<file path="src/rtl/fetch_sequencer.sv">
// fetch_sequencer: master timing and instruction-fetch stage.
//
// Runs the 8-phase machine cycle (A1 A2 A3 M1 M2 X1 X2 X3) and broadcasts the
// phase on `cycle`. It multiplexes the external 4-bit bus:
//   - the PC nibble during the A phases;
//   - nothing during the M phases;
//   - execute-unit data during the X phases.
// It latches OPR/OPA from ROM during M1/M2 and assembles two-word instructions.
//
// Ports
//   clock      in   single clock, posedge
//   reset      in   synchronous active-low reset
//   pc_word    in   PC nibble from the PC stack (A1-A3)
//   pc_enable  in   PC stack presents pc_word this cycle
//   exec_data  in   execute-unit bus data (X1-X3)
//   exec_oe    in   execute unit requests the bus (honoured in X1-X3 only)
//   data_in    in   sampled external bus (ROM data)
//   cycle      out  phase: 0=A1 .. 7=X3
//   sync       out  high while cycle == SYNC_PHASE
//   cm_rom     out  high in A3 and M2
//   data_out   out  bus drive value
//   data_oe    out  bus output enable
//   opr/opa    out  opcode / modifier nibbles of the current instruction
//   operand    out  second word of a two-word instruction
//   two_word   out  current instruction is two-word
//   exec_valid out  instruction complete, high during X1-X3
module fetch_sequencer #(
    parameter int unsigned DATA_W     = 4,
    parameter logic [2:0]  SYNC_PHASE = 3'h7
) (
    input  logic                  clock,
    input  logic                  reset,
    input  logic [DATA_W-1:0]     pc_word,
    input  logic                  pc_enable,
    input  logic [DATA_W-1:0]     exec_data,
    input  logic                  exec_oe,
    input  logic [DATA_W-1:0]     data_in,
    output logic [2:0]            cycle,
    output logic                  sync,
    output logic                  cm_rom,
    output logic [DATA_W-1:0]     data_out,
    output logic                  data_oe,
    output logic [DATA_W-1:0]     opr,
    output logic [DATA_W-1:0]     opa,
    output logic [2*DATA_W-1:0]   operand,
    output logic                  two_word,
    output logic                  exec_valid
);

    localparam logic [2:0] PhA3 = 3'd2;
    localparam logic [2:0] PhM1 = 3'd3;
    localparam logic [2:0] PhM2 = 3'd4;
    localparam logic [2:0] PhX1 = 3'd5;
    localparam logic [2:0] PhX3 = 3'd7;

    logic [2:0]          cycle_q, cycle_d;
    logic [DATA_W-1:0]   opr_q, opa_q;
    logic [2*DATA_W-1:0] operand_q;
    logic                two_word_q;
    logic                pending_q;   // first word of a two-word instruction seen
    logic                complete_q;  // an instruction finished in this machine cycle
    logic                dbl_word;

    assign cycle_d = cycle_q + 3'd1;

    // JCN, FIM, JUN, JMS, ISZ take a second word; SRC (opr 2, opa[0]=1) does not.
    assign dbl_word = (opr_q == 4'h1) || ((opr_q == 4'h2) && !data_in[0]) ||
                      (opr_q == 4'h4) || (opr_q == 4'h5) || (opr_q == 4'h7);

    always_ff @(posedge clock) begin
        if (!reset) begin
            cycle_q    <= 3'd0;
            opr_q      <= '0;
            opa_q      <= '0;
            operand_q  <= '0;
            two_word_q <= 1'b0;
            pending_q  <= 1'b0;
            complete_q <= 1'b0;
        end else begin
            cycle_q <= cycle_d;
            if (cycle_q == PhM1) begin
                if (pending_q) begin
                    operand_q[2*DATA_W-1:DATA_W] <= data_in;
                end else begin
                    opr_q <= data_in;
                end
            end
            if (cycle_q == PhM2) begin
                if (pending_q) begin
                    operand_q[DATA_W-1:0] <= data_in;
                    pending_q             <= 1'b0;
                    complete_q            <= 1'b1;
                    two_word_q            <= 1'b1;
                end else begin
                    opa_q      <= data_in;
                    two_word_q <= 1'b0;
                    if (dbl_word) begin
                        pending_q  <= 1'b1;
                        complete_q <= 1'b0;
                    end else begin
                        complete_q <= 1'b1;
                    end
                end
            end
            if (cycle_q == PhX3) begin
                complete_q <= 1'b0;
            end
        end
    end

    // Bus mux: PC in A phases, idle in M phases, execute unit in X phases.
    always_comb begin
        data_out = '0;
        data_oe  = 1'b0;
        if (cycle_q <= PhA3) begin
            data_out = pc_word;
            data_oe  = pc_enable;
        end else if (cycle_q >= PhX1) begin
            data_oe  = exec_oe;
            data_out = exec_oe ? exec_data : '0;
        end
    end

    assign cycle      = cycle_q;
    assign sync       = (cycle_q == SYNC_PHASE);
    assign cm_rom     = (cycle_q == PhA3) || (cycle_q == PhM2);
    assign opr        = opr_q;
    assign opa        = opa_q;
    assign operand    = operand_q;
    assign two_word   = two_word_q;
    assign exec_valid = complete_q && (cycle_q >= PhX1);

endmodule

</file>
<file path="config.mk">
export PLATFORM = sky130hd
export DESIGN_NAME = fetch_sequencer
export DESIGN_NICKNAME = d
export VERILOG_FILES = /design/src/rtl/fetch_sequencer.sv
export SDC_FILE = /design/constraint.sdc
export NUM_CORES = 1
export LEC_CHECK = 0
export BUFFER_PORTS_ARGS = -buffer_cell sky130_fd_sc_hd__buf_2
export CORE_MARGIN = 4
export CORE_UTILIZATION = 30
export DETAILED_ROUTE_END_ITERATION = 12
export PLACE_DENSITY = 0.62
export SLEW_MARGIN = 20
export SYNTH_ARGS = -nofsm -noshare
export SYNTH_HDL_FRONTEND = slang
export SYNTH_SLANG_ARGS = --single-unit
</file>
<file path="constraint.sdc">
create_clock -name clock -period 2 [get_ports clock]
set_input_delay 0.2 -clock clock [delete_from_list [all_inputs] [get_ports clock]]
set_output_delay 0.2 -clock clock [all_outputs]
set_load 0.005 [all_outputs]
</file>
; ---- Word-level counts from Yosys, hierarchy flattened
; Cells that the tools add are included.
[word_totals]
register_bits = 22
[op_classes]
addsub = 1
reduce_logical = 13
magnitude_cmp = 2
eq_ne = 9
n_mux = 10
bitwise_logic = 2
[ops]
columns = op, n
row1 = equality test 4 x 3 -> 1 bit (second input constant), 3
row2 = 2-to-1 mux 4 bit, 3
row3 = AND reduction 2 bit, 4
row4 = 2-to-1 mux 1 bit, 7
row5 = equality test 3 x 2 -> 1 bit (second input constant), 2
row6 = equality test 3 bit (second input constant), 2
row7 = logical OR 1 bit, 5
row8 = equality test 4 x 1 -> 1 bit (second input constant), 1
row9 = equality test 4 x 2 -> 1 bit (second input constant), 1
row10 = adder 3 x 1 -> 3 bit (second input constant), 1
row11 = >= comparator 3 bit (second input constant), 1
row12 = less-or-equal comparator 3 x 2 -> 1 bit (second input constant), 1
row13 = logical AND 1 bit, 2
row14 = NOT 1 bit, 2
row15 = OR reduction 2 bit, 1
row16 = logical NOT 1 bit, 1

; ---- Longest topological paths before layout
; Gate-level depths: netlist of run 1.
[depth]
ltp_word = 8
depth_mapped = 7

; ---- Least setup slack after synthesis of run 1
; No wires, ideal clock.
[synth_path]
path_kind = register to register
start = register cycle_q[0] (netlist: cycle[0])
end = register opr_q[0] (netlist: opr[0])
stages_incl_launch_ff = 7
path_buffers = 1
t_arrival_ps = 1425
setup_slack_ps = 447
path_cell_list = dfxtp_1 -> ha_1 -> ha_1 -> nor2b_1 -> clkbuf_1 -> mux2i_1 -> nor2_1
[synth_between]
elab_chain_len = 2
[synth_lines]
columns = item, line
row1 = "start, declared", 56  ; logic [2:0] cycle_q, cycle_d;
row2 = "start signal, assigned", 80  ; cycle_q <= cycle_d;
row3 = equality test 3 x 2 -> 1 bit, 81  ; if (cycle_q == PhM1) begin
row4 = AND reduction 2 bit (no line), --
row5 = "end signal, assigned", 85  ; opr_q <= data_in;
row6 = "end, declared", 57  ; logic [DATA_W-1:0] opr_q, opa_q;
; No other way between the ends.
; A chain may end at the register's enable or synchronous reset.

; ---- Worst setup path in the final report of run 1
[layout_path]
start = register cycle_q[1] (netlist: cycle[1])
end = output port data_out[0]
[layout_between]
elab_chain_len = 3
[layout_lines]
columns = item, line
row1 = >= comparator 3 bit, 118  ; end else if (cycle_q >= PhX1) begin
row2 = 2-to-1 mux 4 bit, 118
row3 = 2-to-1 mux 4 bit (*), 115  ; if (cycle_q <= PhA3) begin
row4 = "end, declared", 41  ; output logic [DATA_W-1:0] data_out,
; Every way passes the cells marked *; elsewhere a longest branch is shown, timed or not.

==> results of run 1 <==
==> layer usage <==
metal / vias to the layer above / global-route usage [%] / routed length [um]
li1: 453 / - / -
met1: 409 / 14.9 / 1070
met2: 39 / 19.5 / 1120
met3: 2 / 2.72 / 237
met4: 0 / 3.89 / 28
met5: - / 0 / 0
==> worst max-delay path by stage <==
stage	startpoint	end	slack [ns]	cells after the start
floorplan	cycle[0]$_SDFF_PN0_	opr[0]$_SDFFE_PN0P_	0.45	6
global placement	cycle[1]$_SDFF_PN0_	opr[2]$_SDFFE_PN0P_	0.33	5
detailed placement	cycle[1]$_SDFF_PN0_	opr[0]$_SDFFE_PN0P_	0.24	5
CTS	cycle[1]$_SDFF_PN0_	data_out[0]	0.02	5
global route	cycle[1]$_SDFF_PN0_	data_out[2]	-0.008	5
finish	cycle[1]$_SDFF_PN0_	data_out[0]	0.09	5
==> per-stage QoR <==
step / area, um^2 / util, % / hold slack, ns / std cells / TNS [ns]
after floorplan: 1000 / - / 0.322 / 105 / 0
after global placement: 1250 / 40.0 / 0.445 / 187 / 0
after detailed placement: 1250 / 40.0 / 0.445 / 187 / 0
after CTS: 1290 / 41.2 / 0.110 / 191 / 0
after global routing: 1320 / 42.1 / 0.118 / 193 / -0.00832
final: 1320 / 42.1 / 0.121 / 193 / 0
==> kinds of logic (layout without fill, tap and decap cells) <==
logic type      count (synthesis)  count (layout)
buf+inv                        11              55
fa+ha+maj                       6               6
compound gates                 19              19
mux                            12              12
flops                          22              22
simple gates                   35              35
==> registers in the layout (all words and copies together), names as in the netlist <==
name / count
pending_q: 1
operand: 8
opr: 4
cycle: 3
complete_q: 1
opa: 4
two_word: 1
==> timing repair <==
item	CTS	global route
setup endpoints to repair	5	4
resized for setup	2	2
buffers inserted	0	2
hold buffers	0	0
==> area by class of cell <==
type                       count  area (um^2)  share of cell area (%)
multi-input combinational     72          528                    40.1
sequential                    22          445                    33.8
tap                           44         55.1                    4.18
clock buffer                   4         36.3                    2.75
inverter                       6         22.5                    1.71
timing repair buffer          45          230                    17.5
==> cells in the mapped netlist (2+ instances only) <==
cell type,count
clkbuf_1,2
inv_1,6
a22o_1,4
buf_2,3
ha_1,6
and2_1,2
o311a_1,2
nand3_1,5
dfxtp_1,22
o21ai_0,2
nor2_1,16
mux2i_1,12
nand2_1,7
a21oi_1,6
==> power breakdown <==
group	leakage [uW]	internal, uW	switching, uW
Clock	0.0000210	111	138
Sequential	0.000179	451	15.7
Combinational	0.000479	64.8	64.2
==> impl_metrics.tcl, run 1 <==
set metrics [dict create \
    status "complete, no violations" \
    final.setup_skew_ns 0.00376 \
    cts_tree "yes" \
    clock_insertion_delay_worst_skew_ns 0.31 \
    grt_pass1_wl_mm 4.03 \
    synth-xor-area-share_pct 0 \
    fin_nets 172 \
    hold_path_startpoint "reset" \
    firstDrtPassIters 3 \
    viasPerCell 4.68 \
    reg2reg_depth 5 \
    grt_max_degree 21 \
    cp_num_buf_inv 2 \
    die_h_um 65.8 \
    final_common_cell "buf_2" \
    power_density_mw_per_mm2 641 \
    synthFlopType "dfxtp_1" \
    critPathKind "register to primary output" \
    crit_required_ns 1.80 \
    dp_hpwl_mm 1.86 \
    whs_endpoint "cycle[1]$_SDFF_PN0_" \
    whs_path_depth 2 \
    synth_compound_area_share_pct 15.1 \
    numCtsBuffers 3 \
    synth_area_leaders "dfxtp_1 (44%), mux2i_1 (12%), ha_1 (7.5%)" \
    r2r_slack_ns 0.31 \
    avgSynthCellArea_um2 9.54 \
    ios 44 \
    syn_nets 127 \
    slew_headroom_pct 58.7 \
    yosys.area_share.simple_pct 17.0 \
    antenna_cells 0 \
    setup_violations 0 \
    syn_to_final_growth_pct 31.5 \
    vdd_drop_max_mv 0.311 \
    die_w_um 65.8 \
    rows 20 \
    critPathSlowestCell "o311a_4" \
    post_drt_wl_per_cell_um 12.7 \
    gp_congestion 0.718 \
    dpl_worst_slack_ns 0.236 \
    clock_path_buffers 2 \
    fin_crit_sh_pct 95.6 \
    synth-edff-count 0 \
    yosysWarnings 0 \
    synthCells 105 \
    grt.total_usage_pct 11.8 \
    ctsRootBufferMaster "clkbuf_4" \
    syn_area_mm2 0.00100 \
    synthMuxAreaShare_pct 12.0 \
    antenna_left 0 \
    layout-drive-gt1-share_pct 38.3 \
    htreeDepth 1 \
    arrival_ns 1.71 \
    p_leak_uw 0.000679 \
    final_cell_mix "buf_2 (43), dfxtp_1 (20), nor2_1 (16)" \
    critPathCaptureType "primary output" \
    path_max_fanout 5 \
    cp-start-kind "register" \
    period_minus_slack_ns 1.91 \
    antenna_found_initial 0 \
    ys_ff_latch 22 \
    path_clk_slew_ns 0.12 \
    drt_first_iter_violations 21 \
    worst_slack_ns 0.0883 \
    fill_cells 313 \
    max_freq_mhz 523 \
    wl_mm 2.45 \
    worst_pin_slew_ns 0.618 \
    async_flop_share_pct 0 \
    seq_area_frac_synth_pct 43.9 \
    initial_core_util_pct 32.0 \
    die_area_mm2 0.00433 \
    ys_types 24 \
    grt_overflow_total 0 \
    crit_family "compound AO/OA/AOI/OAI gates" \
    port_buffers 43 \
    drc 0 \
    path_cells "inv_1 > ha_1 > o311a_4 > a22o_1 > buf_2" \
    grt_pass1_vias 901 \
    synth_fa_ha_area_share_pct 7.49 \
    reg2reg_from "cycle[0]$_SDFF_PN0_" \
    critPathMaxStageDelay_ns 0.40 \
    hold_class "input port to register" \
    drv_cap 0 \
    synth_top_family_by_area "simple AND/OR/NAND/NOR gates" \
    p_total_uw 844 \
    maxSlewViolCount 0 \
    synth_top_area_share_pct 43.9 \
    via_count 903 \
    rr_endpoint "opr[0]$_SDFFE_PN0P_" \
    finalHoldViolations 0 \
    clkSinkCount 22 \
    core_area_mm2 0.00313 \
    synth_top_cell_by_area "dfxtp_1" \
]
(Power assumes the default switching activity.)
==> inputs of run 2 (changes only) <==
--- a/config.mk
+++ b/config.mk
@@ -5,6 +5,7 @@
 export SDC_FILE = /design/constraint.sdc
 export NUM_CORES = 1
 export LEC_CHECK = 0
+export ABC_AREA = 1
 export BUFFER_PORTS_ARGS = -buffer_cell sky130_fd_sc_hd__buf_2
 export CORE_MARGIN = 4
 export CORE_UTILIZATION = 30
==> impl_metrics.tcl, run 2 <==
set metrics [dict create \
    yosysWarnings 0 \
    period_minus_slack_ns 1.80 \
    ys_ff_latch 22 \
    power_density_mw_per_mm2 651 \
    critPathMaxStageDelay_ns 0.42 \
    antenna_cells 0 \
    synthFlopType "dfxtp_1" \
    postCtsSetupBuffers 0 \
    crit_start "cycle[0]$_SDFF_PN0_" \
    critPathSlowestCell "dfxtp_1" \
    cp_num_buf_inv 3 \
    finalHoldViolations 0 \
    async_flop_share_pct 0 \
    dpl_worst_slack_ns 0.538 \
    final_util_pct 41.3 \
    hold_class "input port to register" \
    seq_area_frac_synth_pct 44.4 \
    reg2reg_depth 7 \
    clkSinkCount 22 \
    p_leak_uw 0.000639 \
    crit_family "flip-flops" \
    ys_types 19 \
    crit_required_ns 1.80 \
    worst_slack_ns 0.201 \
    ys_top_cells_by_count "dfxtp_1 (22), nor2_1 (21), nand2_1 (20)" \
    cp-start-kind "register" \
    rr_endpoint "operand[0]$_SDFFE_PN0P_" \
    arrival_ns 1.60 \
    path_clk_slew_ns 0.11 \
    synthCells 129 \
    holdBufCountCts 0 \
    ios 44 \
    layout-drive-gt1-share_pct 32.2 \
    placed_cell_area_mm2 0.00124 \
    r2r_slack_ns 0.64 \
    syn_nets 151 \
    final_cell_mix "buf_2 (43), dfxtp_1 (22), nor2_1 (21)" \
    via_count 969 \
    gp_congestion 0.762 \
    setup_violations 0 \
    firstDrtPassIters 4 \
    crit_cells 6 \
    final_cell_area_mm2 0.00128 \
    cp_common_cell "inv_1" \
    syn_area_um2 992 \
    ctsRootBufferMaster "clkbuf_4" \
    wl_mm 2.24 \
    grt_pass1_wl_mm 3.92 \
    grt_pass1_vias 918 \
    antenna_found_initial 0 \
    syn_to_final_growth_pct 29.0 \
    numCtsBuffers 3 \
    critPathCaptureType "primary output" \
    drt_first_iter_violations 27 \
    vdd_drop_max_mv 0.516 \
    maxSlewViolCount 0 \
    synth_top_area_share_pct 44.4 \
    grt.total_usage_pct 11.4 \
    dp_hpwl_mm 1.85 \
    setup_tns_ns 0 \
    final.setup_skew_ns 0.00140 \
    cp-endpoint "data_oe" \
    rsz0062_at_grt "false" \
    htreeDepth 1 \
    grt_max_degree 15 \
    clock_insertion_delay_worst_skew_ns 0.30 \
    drc 0 \
    cts_tree "yes" \
    post_drt_wl_per_cell_um 10.3 \
    max_freq_mhz 556 \
    synth-edff-count 0 \
    antenna_left 0 \
    viasPerCell 4.44 \
    p_total_uw 834 \
    largest_register_ffs 8 \
    port_buffers 43 \
    fill_cells 354 \
    synth_area_leaders "dfxtp_1 (44%), nor2_1 (7.9%), ha_1 (7.6%)" \
    rows 20 \
    die_w_um 65.5 \
    reg2reg_from "cycle[0]$_SDFF_PN0_" \
    initial_core_util_pct 32.0 \
    die_area_mm2 0.00429 \
    fin_crit_sh_pct 90.0 \
    core_area_mm2 0.00310 \
    grt_overflow_total 0 \
    cts_resized 0 \
    drv_cap 0 \
    slew_headroom_pct 76.0 \
    synth_top_cell_by_area "dfxtp_1" \
    synth.most_common_cell "dfxtp_1" \
    clock_path_buffers 2 \
    worst_pin_slew_ns 0.359 \
    status "complete, no violations" \
    avgSynthCellArea_um2 7.69 \
    die_h_um 65.5 \
    path_max_fanout 5 \
    fin_nets 197 \
    path_cells "inv_1 > ha_1 > inv_1 > a21oi_1 > a22o_1 > buf_2" \
    final_common_cell "buf_2" \
    critPathKind "register to primary output" \
]
==> run 2: through the flow <==
step           cells  hold slack (ns)
2_1_floorplan    129            0.335
5_1_grt          218            0.178
3_3_place_gp     214            0.456
6_report         218            0.185
3_5_place_dp     214            0.456
4_1_cts          218            0.176
==> run 2: cells by family after synthesis <==
group | synth area share, %
AOI/OAI and AO/OA | 14.9
adders and majority gates | 7.57
buffers and inverters | 7.31
DFF | 44.4
and+or+nand+nor | 25.9
==> run 2: worst register-to-register path, delay by kind of cell (launching register included) <==
family | cells | cell delay [ns]
simple gates | 3 | 0.30
compound gates | 1 | 0.13
flops | 1 | 0.42
fa+ha+maj | 1 | 0.24
buf+inv | 2 | 0.20
==> run 2: routing by layer <==
| layer | track usage (%) | share of wire [%] |
|---|---|---|
| met1 | 13.2 | 43 |
| met2 | 19.8 | 51 |
| met3 | 3.76 | 5.0 |
| met4 | 3.11 | 1.3 |
| met5 | 0 | 0 |
==> run 2: layout make-up <==
| type | count | area [um^2] | share of cell area, % |
|---|---|---|---|
| inverters | 13 | 53.8 | 4.20 |
| repair buffers | 43 | 215 | 16.8 |
| clock buffers | 4 | 36.3 | 2.83 |
| multi-input cells | 92 | 479 | 37.4 |
| flip-flops and latches | 22 | 440 | 34.4 |
| well taps | 44 | 55.1 | 4.30 |
==> run 2: power by group <==
part | total, uW | switching, uW | leakage (uW) | internal (uW)
logic | 128 | 71.2 | 0.000440 | 57.0
registers | 469 | 15.9 | 0.000178 | 453
clock network | 236 | 125 | 0.0000210 | 111
==> run 2: worst min path at each step <==
stage,cells past startpoint,end,start,slack [ns]
after floorplan,2,opa[0]$_SDFFE_PN0P_,data_in[0],0.33
after global placement,2,operand[3]$_SDFFE_PN0P_,operand[3]$_SDFFE_PN0P_,0.46
after detailed placement,2,operand[3]$_SDFFE_PN0P_,operand[3]$_SDFFE_PN0P_,0.46
after CTS,3,opa[1]$_SDFFE_PN0P_,data_in[1],0.18
after global routing,3,opa[2]$_SDFFE_PN0P_,data_in[2],0.18
final,3,opa[2]$_SDFFE_PN0P_,data_in[2],0.18
==> inputs of run 3 (changes only) <==
--- a/config.mk
+++ b/config.mk
@@ -7,6 +7,7 @@
 export LEC_CHECK = 0
 export ABC_AREA = 1
 export BUFFER_PORTS_ARGS = -buffer_cell sky130_fd_sc_hd__buf_2
+export CORE_ASPECT_RATIO = 0.9
 export CORE_MARGIN = 4
 export CORE_UTILIZATION = 30
 export DETAILED_ROUTE_END_ITERATION = 12
==> impl_metrics.tcl, run 3 (synthesized netlist as in run 2, its figures left out) <==
set metrics [dict create \
    dpl_worst_slack_ns 0.565 \
    post_drt_wl_per_cell_um 11.0 \
    initial_core_util_pct 31.9 \
    final_common_cell "buf_2" \
    period_minus_slack_ns 1.71 \
    ctsRootBufferMaster "clkbuf_8" \
    clkSinkCount 22 \
    slew_headroom_pct 74.3 \
    final.setup_skew_ns 0.00329 \
    finalHoldViolations 0 \
    syn_to_final_growth_pct 29.3 \
    fill_cells 321 \
    postCtsSetupBuffers 0 \
    holdBufCountCts 0 \
    critPathCaptureType "primary output" \
    p_leak_uw 0.000640 \
    numCtsBuffers 3 \
    path_max_fanout 5 \
    worst_pin_slew_ns 0.385 \
    grt_pass1_wl_mm 3.93 \
    die_area_mm2 0.00429 \
    status "complete, no violations" \
    largest_register_ffs 8 \
    maxSlewViolCount 0 \
    drt_first_iter_violations 50 \
    antenna_found_initial 0 \
    cts_resized 0 \
    die_h_um 62.6 \
    htreeDepth 1 \
    wl_mm 2.37 \
    viasPerCell 4.48 \
    vdd_drop_max_mv 0.410 \
    worst_slack_ns 0.288 \
    gp_congestion 0.808 \
    critPathKind "register to primary output" \
    cts_tree "yes" \
    final_cells 215 \
    clock_insertion_delay_worst_skew_ns 0.26 \
    antenna_cells 0 \
    setup_tns_ns 0 \
    die_w_um 68.6 \
    grt_max_degree 15 \
    core_area_mm2 0.00311 \
    crit_required_ns 1.80 \
    fin_crit_sh_pct 85.6 \
    dpl.cell_count 212 \
    grt_overflow_total 0 \
    clock_path_buffers 2 \
    ios 44 \
    antenna_left 0 \
    grt.total_usage_pct 11.8 \
    drc 0 \
    rsz0062_at_grt "false" \
    path_clk_slew_ns 0.07 \
    layout-drive-gt1-share_pct 31.8 \
    setup_violations 0 \
    fin_nets 197 \
    firstDrtPassIters 5 \
    port_buffers 43 \
    max_freq_mhz 584 \
    via_count 963 \
    final_cell_mix "buf_2 (43), dfxtp_1 (22), nor2_1 (21)" \
    drv_cap 0 \
    power_density_mw_per_mm2 677 \
    cp-start-kind "register" \
    arrival_ns 1.51 \
    rows 19 \
    dp_hpwl_mm 1.89 \
    hold_class "input port to register" \
    grt_pass1_vias 908 \
]
run 3: cell count changes in the layout (fill, tap and decap cells not counted):
cell and change:
clkbuf_8 +2, clkbuf_4 -3
run 3: cell type report:
cell class,count,area [um^2],share of cell area [%]
clock buffer,3,41.3,3.22
inverter,13,53.8,4.20
multi-input combinational,92,479,37.4
sequential,22,440,34.3
tap,42,52.6,4.10
timing repair buffer,43,215,16.8
run 3: power by group:
part | internal [uW] | leakage [uW] | switching (uW)
registers | 453 | 0.000178 | 16.0
clock network | 134 | 0.0000216 | 134
logic | 57.2 | 0.000440 | 73.6
run 3: worst max-delay path, stage by stage, from the launching register on:
cell     delay [ns]
dfxtp_1        0.39
inv_1          0.11
ha_1           0.20
inv_1          0.06
a21oi_1        0.12
a22o_1         0.25
buf_2          0.12
run 3: stage by stage:
stage               total power [uW]  hold slack [ns]  utilization (%)  instance area [um^2]
floorplan                        551            0.335                -                   992
global placement                 608            0.455             39.9                  1240
detailed placement               611            0.455             39.9                  1240
CTS                              880            0.240             41.2                  1280
global route                     926            0.250             41.2                  1280
finish                           868            0.241             41.2                  1280
run 3: worst paths after layout:
| path | cells past startpoint | slack (ns) | startpoint | to |
|---|---|---|---|---|
| min reg2reg | 2 | 0.47 | operand[2]$_SDFFE_PN0P_ | operand[2]$_SDFFE_PN0P_ |
| max | 6 | 0.29 | cycle[0]$_SDFF_PN0_ | data_oe |
| max reg2reg | 7 | 0.68 | cycle[0]$_SDFF_PN0_ | operand[2]$_SDFFE_PN0P_ |
| min | 3 | 0.24 | data_in[3] | opa[3]$_SDFFE_PN0P_ |
run 3: metal layers:
metal | share of wire (%) | track usage, % | vias up
li1 | - | - | 507
met5 | 0 | 0 | -
met3 | 4.6 | 3.24 | 2
met2 | 52 | 19.9 | 27
met4 | 0.80 | 4.47 | 0
met1 | 43 | 13.6 | 427
